<file path="src/rtl/fetch_unit.sv">
`default_nettype none
// ============================================================================
// Module   : fetch_unit
// Summary  : MaxiCore32 instruction fetch sequencer with a DEPTH-entry buffer
// Revision : 1.0 - initial release
// ============================================================================
module fetch_unit #(
    parameter int DEPTH = 2
) (
    input  logic        i_clk,
    input  logic        i_rst_n,
    input  logic [31:0] i_pc_read_data,
    output logic        o_pc_inc,
    output logic        o_pc_write,
    output logic [31:0] o_pc_write_data,
    output logic        o_mem_req,
    output logic [31:0] o_mem_addr,
    input  logic        i_mem_ack,
    input  logic [31:0] i_mem_rdata,
    output logic        o_instr_valid,
    input  logic        i_instr_ready,
    output logic [31:0] o_instr_data,
    output logic [31:0] o_instr_pc,
    input  logic        i_redirect,
    input  logic [31:0] i_redirect_target,
    input  logic        i_halt
);

    localparam int PTR_W = (DEPTH > 1) ? $clog2(DEPTH) : 1;
    localparam int CNT_W = $clog2(DEPTH) + 1;
    localparam logic [CNT_W-1:0] C_DEPTH = CNT_W'(DEPTH);

    typedef enum logic [1:0] {
        S_IDLE    = 2'd0,
        S_ISSUE   = 2'd1,
        S_WAIT    = 2'd2,
        S_DISCARD = 2'd3
    } state_t;

    state_t             r_state;
    state_t             w_state_nxt;
    logic               r_mem_req;
    logic               w_mem_req_nxt;
    logic [31:0]        r_mem_addr;
    logic [31:0]        w_mem_addr_nxt;

    logic [31:0]        r_buf_data [DEPTH];
    logic [31:0]        r_buf_pc   [DEPTH];
    logic [PTR_W-1:0]   r_head;
    logic [PTR_W-1:0]   r_tail;
    logic [CNT_W-1:0]   r_count;

    logic               w_redir;
    logic               w_push;
    logic               w_pop;
    logic               w_can_issue;

    // Redirects are ignored in IDLE, so all PC controls stay low during reset.
    assign w_redir     = i_redirect && (r_state != S_IDLE);
    assign w_push      = (r_state == S_WAIT) && i_mem_ack && !w_redir;
    assign w_pop       = (r_count != '0) && i_instr_ready;
    assign w_can_issue = !i_halt && (r_count < C_DEPTH);

    always_ff @(posedge i_clk or negedge i_rst_n) begin
        if (!i_rst_n) begin
            r_state    <= S_IDLE;
            r_mem_req  <= 1'b0;
            r_mem_addr <= '0;
        end else begin
            r_state    <= w_state_nxt;
            r_mem_req  <= w_mem_req_nxt;
            r_mem_addr <= w_mem_addr_nxt;
        end
    end

    always_comb begin
        w_state_nxt    = r_state;
        w_mem_req_nxt  = r_mem_req;
        w_mem_addr_nxt = r_mem_addr;
        case (r_state)
            S_IDLE: begin
                w_state_nxt = S_ISSUE;
            end
            S_ISSUE: begin
                if (!w_redir && w_can_issue) begin
                    w_mem_req_nxt  = 1'b1;
                    w_mem_addr_nxt = i_pc_read_data;
                    w_state_nxt    = S_WAIT;
                end
            end
            S_WAIT: begin
                if (i_mem_ack) begin
                    w_mem_req_nxt = 1'b0;
                    w_state_nxt   = S_ISSUE;
                end else if (w_redir) begin
                    w_state_nxt   = S_DISCARD;
                end
            end
            S_DISCARD: begin
                // The stale request must still complete before a new one issues.
                if (i_mem_ack) begin
                    w_mem_req_nxt = 1'b0;
                    w_state_nxt   = S_ISSUE;
                end
            end
            default: begin
                w_state_nxt = S_IDLE;
            end
        endcase
    end

    always_ff @(posedge i_clk or negedge i_rst_n) begin
        if (!i_rst_n) begin
            r_head  <= '0;
            r_tail  <= '0;
            r_count <= '0;
            for (int i = 0; i < DEPTH; i++) begin
                r_buf_data[i] <= '0;
                r_buf_pc[i]   <= '0;
            end
        end else if (w_redir) begin
            r_head  <= '0;
            r_tail  <= '0;
            r_count <= '0;
        end else begin
            if (w_push) begin
                r_buf_data[r_tail] <= i_mem_rdata;
                r_buf_pc[r_tail]   <= r_mem_addr;
                r_tail             <= r_tail + PTR_W'(1);
            end
            if (w_pop) begin
                r_head <= r_head + PTR_W'(1);
            end
            r_count <= r_count + CNT_W'(w_push) - CNT_W'(w_pop);
        end
    end

    assign o_pc_inc        = w_push;
    assign o_pc_write      = w_redir;
    assign o_pc_write_data = i_rst_n ? i_redirect_target : 32'h0;
    assign o_mem_req       = r_mem_req;
    assign o_mem_addr      = r_mem_addr;
    assign o_instr_valid   = (r_count != '0);
    assign o_instr_data    = r_buf_data[r_head];
    assign o_instr_pc      = r_buf_pc[r_head];

endmodule
`default_nettype wire

</file>
<file path="config.mk">
export PLATFORM = sky130hd
export DESIGN_NAME = fetch_unit
export DESIGN_NICKNAME = d
export VERILOG_FILES = /design/src/rtl/fetch_unit.sv
export SDC_FILE = /design/constraint.sdc
export NUM_CORES = 1
export LEC_CHECK = 0
export ABC_AREA = 1
export ABC_CLOCK_PERIOD_IN_PS = 1400
export CAP_MARGIN = 15
export CORE_ASPECT_RATIO = 1.4
export CORE_UTILIZATION = 30
export DETAILED_ROUTE_END_ITERATION = 10
export DONT_BUFFER_PORTS = 1
export PLACE_DENSITY = 0.44
export REMOVE_ABC_BUFFERS = 1
export SETUP_SLACK_MARGIN = 0.05
export SLEW_MARGIN = 10
export SYNTH_ARGS = -nofsm -noshare
export SYNTH_HDL_FRONTEND = slang
export SYNTH_SLANG_ARGS = --single-unit
</file>
<file path="constraint.sdc">
create_clock -name i_clk -period 1.4 [get_ports i_clk]
set_input_delay 0.14 -clock i_clk [delete_from_list [all_inputs] [get_ports i_clk]]
set_output_delay 0.14 -clock i_clk [all_outputs]
set_load 0.02 [all_outputs]
</file>
# == After elaboration in Yosys (flattened, before gate mapping) ==
# Index checks and enable logic that the tools add are counted.
# op_classes
n_reduce_logical,20
n_addsub,4
eq_ne,7
muxes,24
bitwise,3
order_cmp,4
# ops
op,n
$mux 32,8
$bwmux 64,2
$demux 32 s1,1
$mux 2,5
$reduce_bool 2->1,5
$pmux 2 s4,1
$logic_and 1x1->1,7
$mux 1,6
$reduce_and 3->1,2
$eq 2x2->1 const B,2
$ge 2x2->1 const B,2
$ne 2x2->1 const B,2
$not 1->2,2
$reduce_and 2->1,2
$ne 3x3->1 const B,1
$add 1x1->1 const B,2
$add 2x1->2,1
$eq 2x1->1 const B,1
$logic_not 1->1,2
$logic_not 2->1,1
$lt 2x1->1 const B,1
$lt 2x2->1 const B,1
$ne 2x1->1 const B,1
$pmux 1 s2,1
other kinds (3),3
# word_totals
out_inout_bits,132
ff_bits,167

# == Depth between registers and ports, before layout ==
# logic_depth
depth_word,7
mapped_depth,10
depth_no_buf,10

# == Worst setup path before layout ==
# Ideal clock, no wire load.
# synth_timing
path_kind,reg-to-reg
start,register r_state[0]
end,register r_count[0]
path_buffers,0
period_less_slack_ns,1.772
t_arrival_ns,1.646
path_stages_with_launch,10
setup_slack_ns,-0.372
setup_ns,0.125
path_cell_list,dfrtp_1 > inv_1 > ha_1 > inv_1 > nand2_4 > inv_1 > nor2_1 > ha_1 > inv_1 > nor2_1
# synth_between
elab_chain_cells,7
word_cells_on_any_way,9
classes_between,2 x add/sub; 1 x eq/ne; 1 x mux; 5 x reduce/logical
# synth_lines
item,line,source
"start, declared",40,state_t r_state;
"start signal, assigned",70,r_state <= w_state_nxt;
$reduce_bool 2->1,59,assign w_redir = i_redirect && (r_state != S_IDLE);
$logic_and 1x1->1,59,
net o_pc_write,14,"output logic o_pc_write,"
$logic_not 1->1,60,assign w_push = (r_state == S_WAIT) && i_mem_ack && !w_redir;
$logic_and 1x1->1,60,
net o_pc_inc,13,"output logic o_pc_inc,"
$add 2x1->2,134,r_count <= r_count + CNT_W'(w_push) - CNT_W'(w_pop);
$sub 2x1->2,134,
$mux 2,121,end else if (w_redir) begin
"end signal, assigned",134,
"end, declared",51,logic [CNT_W-1:0] r_count;
# The timed path passes the listed nets, and every way through them passes these cells.
# A chain may end at the register's enable or synchronous reset.

# == Final worst setup path ==
# layout_timing
start,register r_state[0]
end,output o_pc_inc
# layout_between
elab_chain_cells,4
word_cells_on_any_way,6
classes_between,1 x eq/ne; 5 x reduce/logical
# layout_lines
item,line
$reduce_bool 2->1,59
$logic_and 1x1->1,59
$logic_not 1->1,60
$logic_and 1x1->1 *,60
"end, declared",13
# Mark *: on every way between the ends. The rest lies on a longest branch, timed or not.

==> impl_results.md <==
* Critical Path Start Type: register
* Worst EP arrival at 1580 ps
* Routed vias at 6558
* LEAKAGE at 7.01 nW
* Initial Utilization at 30.6%
* Dominant cells by area after synthesis: dfrtp_1 (52%), nand2_1 (17%), o21ai_2 (13%)
* Final-report max-slew violation count at 0
* Seq/Total Area, Yosys at 52.1%
* Area of placed instances at 8400 um2
* Dpl hpwl at about 12000 um
* Power Dens Cells at 2080 nW/um2
* Fin. Hold Viols at 167
* Port Buffers at 0
* Final Util at approximately 52%
* Final TNS setup at -49730 ps
* P&R area growth vs syn at 69.9%
* Setup CP Type: reg2out
* DR WL/cell at 19.6 um
* Count of cell types in the netlist at 23
* Post-Syn Instances at 922
* Largest net degree at the start of global routing at 200
* Die height at 195 um
* Synthesized flop and latch total at 167
* Mapped Area at 8020 um2
* Most used cell, CP: buf_6
* Standard-cell row count at 70
* Pre-CTS setup slack at -151 ps
* CTS tree: built
* Share of cells above drive strength 1 at 56.9%
* Outcome: complete, but fails checks
* Finished Layout Cells at 1407
* VDD IR max at 0.962 mV
* Crit end category: output port
* Root buf cell: clkbuf_16
* Inserted Diodes at 0
* Slowest Stage Delay on Critical Path at 390 ps
* Slew at the pin closest to its max-slew limit at 446 ps
* Ys Warns at 0
* Min setup slack post-route at -318 ps
* Worst-path clk slew at roughly 70 ps
* TritonRoute pass-1 iters at 6
* FMAX at 582 MHz
* CTS Sinks at between 150 and 200
* Full die area at 27400 um2
* Min-Delay Path Class: in2async
* CP max stage cell: dfrtp_1
* RSZ-0062 raised after global routing: yes
* Initial antenna violation count at 0
* Maximum fanout along the worst path at 2
* Number of max-cap violations at 0
* GPL Wtd Cong at 0.676
* Vias in the first global route at about 6400
* Largest area contributor in the netlist: dfrtp_1
* All-Layer GR Usage at 18.1%
* Cts bufs inserted at 17
* Placed cell count at 1228
* DR DRC count at 0
* Hold_ws at -593 ps
* Number of routed nets with antenna violations at 0
* Grt total ovfl at 0
* DIE WIDTH at 140 um
* Max_slew headroom at between 70% and 80%
* Post-synth top area share at 52.1%
* Violations in the final reports: hold timing, setup timing
* Tmin final at 1720 ps
* # hold bufs at CTS at 66
* Detailed Route WL at between 20000 and 30000 um
* Fin nets at between 1000 and 1500
* Final period util at 123%
* Top Ports at ~230
* Setup-failing EPs final at 229
* Worst skew pair latency at 430 ps
* Core Region at 26200 um2
* Worst path cell trace: inv_2 -> ha_4 -> inv_4 -> nand2_4 -> buf_6 -> inv_4 -> nor2_4 -> buf_6 -> buf_6
* Worst EP required at 1260 ps
* Initial detailed-routing violation count at around 210
* H-Tree Depth at 4
* Clock skew at 9.00 ps
* First-pass GRT wire length at approximately 37000 um
* CTS max path bufs at 2
* Vias/cell at 4.66
* Syn Area/Cell at around 8.7 um2
* Finished Cell Area at 13600 um2
## layout by cell type, fill, tap and decap left out, drive strengths merged
| cell type | count |
|---|---|
| ha | 7 |
| buf | 94 |
| nand3 | 5 |
| o21ai | 129 |
| clkinvlp | 2 |
| dlygate4sd3 | 66 |
| nor2 | 41 |
| nand3b | 2 |
| nand2 | 373 |
| bufinv | 4 |
| clkbuf | 44 |
| dfrtp | 167 |
| xor2 | 1 |
| inv | 112 |
| clkinv | 3 |
| a21oi | 33 |
## worst max-delay path: cells and delay by family (launching register included)
kind	cells	cell delay [ps]
adders and majority gates	1	150
and+or+nand+nor	2	140
DFF	1	390
buffers and inverters	6	470
## report_power, final
group,switching [mW],internal [mW],leakage [nW]
Sequential,2.67,6.64,2.10
Combinational,7.55,6.42,4.61
Clock,2.00,3.05,0.295
Total,12.2,16.1,7.01
## sequential cells by signal (all words and copies together) (netlist names)
register / cells
r_buf_data: 64
r_buf_pc: 64
o_mem_addr: 32
r_count: 2
r_state: 2
o_mem_req: 1
r_head: 1
r_tail: 1
## per-stage QoR
| step | hold slack, ps | total power, mW |
|---|---|---|
| 2_1_floorplan | -156 | 13.6 |
| 3_3_place_gp | -152 | 15.7 |
| 3_5_place_dp | -152 | 15.8 |
| 4_1_cts | -623 | 26.4 |
| 5_1_grt | -611 | 29.8 |
| 6_report | -593 | 28.3 |
## cells by family (layout without fill, tap and decap cells)
family	count (synthesis)	in the layout	share of synthesized area [%]
flip-flops	167	167	52.1
XOR/XNOR	1	1	0.109
AO/OA/AOI/OAI	162	162	15.5
AND/OR/NAND/NOR	421	421	20.3
adder cells (fa/ha/maj)	7	7	1.09
buffers and inverters	164	325	10.9
## final cells by class
class,instances,area (um2)
Fill cell,2346,12600
Clock buffer,21,460
Tap cell,324,405
Sequential cell,167,4180
Inverter,112,438
Timing Repair Buffer,183,2920
Multi-Input combinational cell,591,5070
Clock inverter,9,150
## synth_stat cells (all sizes together)
cell / n
a21oi: 33
clkbuf: 8
dfrtp: 167
inv: 112
xor2: 1
nor2: 41
o21ai: 129
ha: 7
nand3b: 2
nand2: 373
buf: 44
nand3: 5
## worst paths after layout
check	start	endpoint	slack [ps]	depth (start not counted)
max	r_state[0]	o_pc_inc	-320	9
min	i_rst_n	o_mem_addr[25]	-590	0
max reg2reg	r_state[0]	r_buf_data[34]	-290	10
min reg2reg	r_buf_data[2]	r_buf_data[2]	500	2
max in group asynchronous	i_rst_n	o_mem_addr[14]	1600	0
min in group i_clk	i_redirect	r_state[0]	50	4
## what timing repair did
item,4_1_cts,5_1_grt
setup endpoints to repair,233,234
endpoints found under the hold margin,268,167
pin swaps,57,53
buffers inserted,32,10
gates resized for setup,370,323
gates cloned,25,29
## routing by layer
metal | track usage [%] | routed length (um) | part of all wire (%) | up-vias
met2 | 32.0 | 14800 | 54 | 129
met4 | 5.74 | 629 | 2.3 | 0
li1 | - | - | - | 3146
met5 | 0 | 0 | 0 | -
met1 | 21.9 | 11200 | 41 | 3249
met3 | 3.68 | 965 | 3.5 | 34
Power figures use the tool's default switching activity.
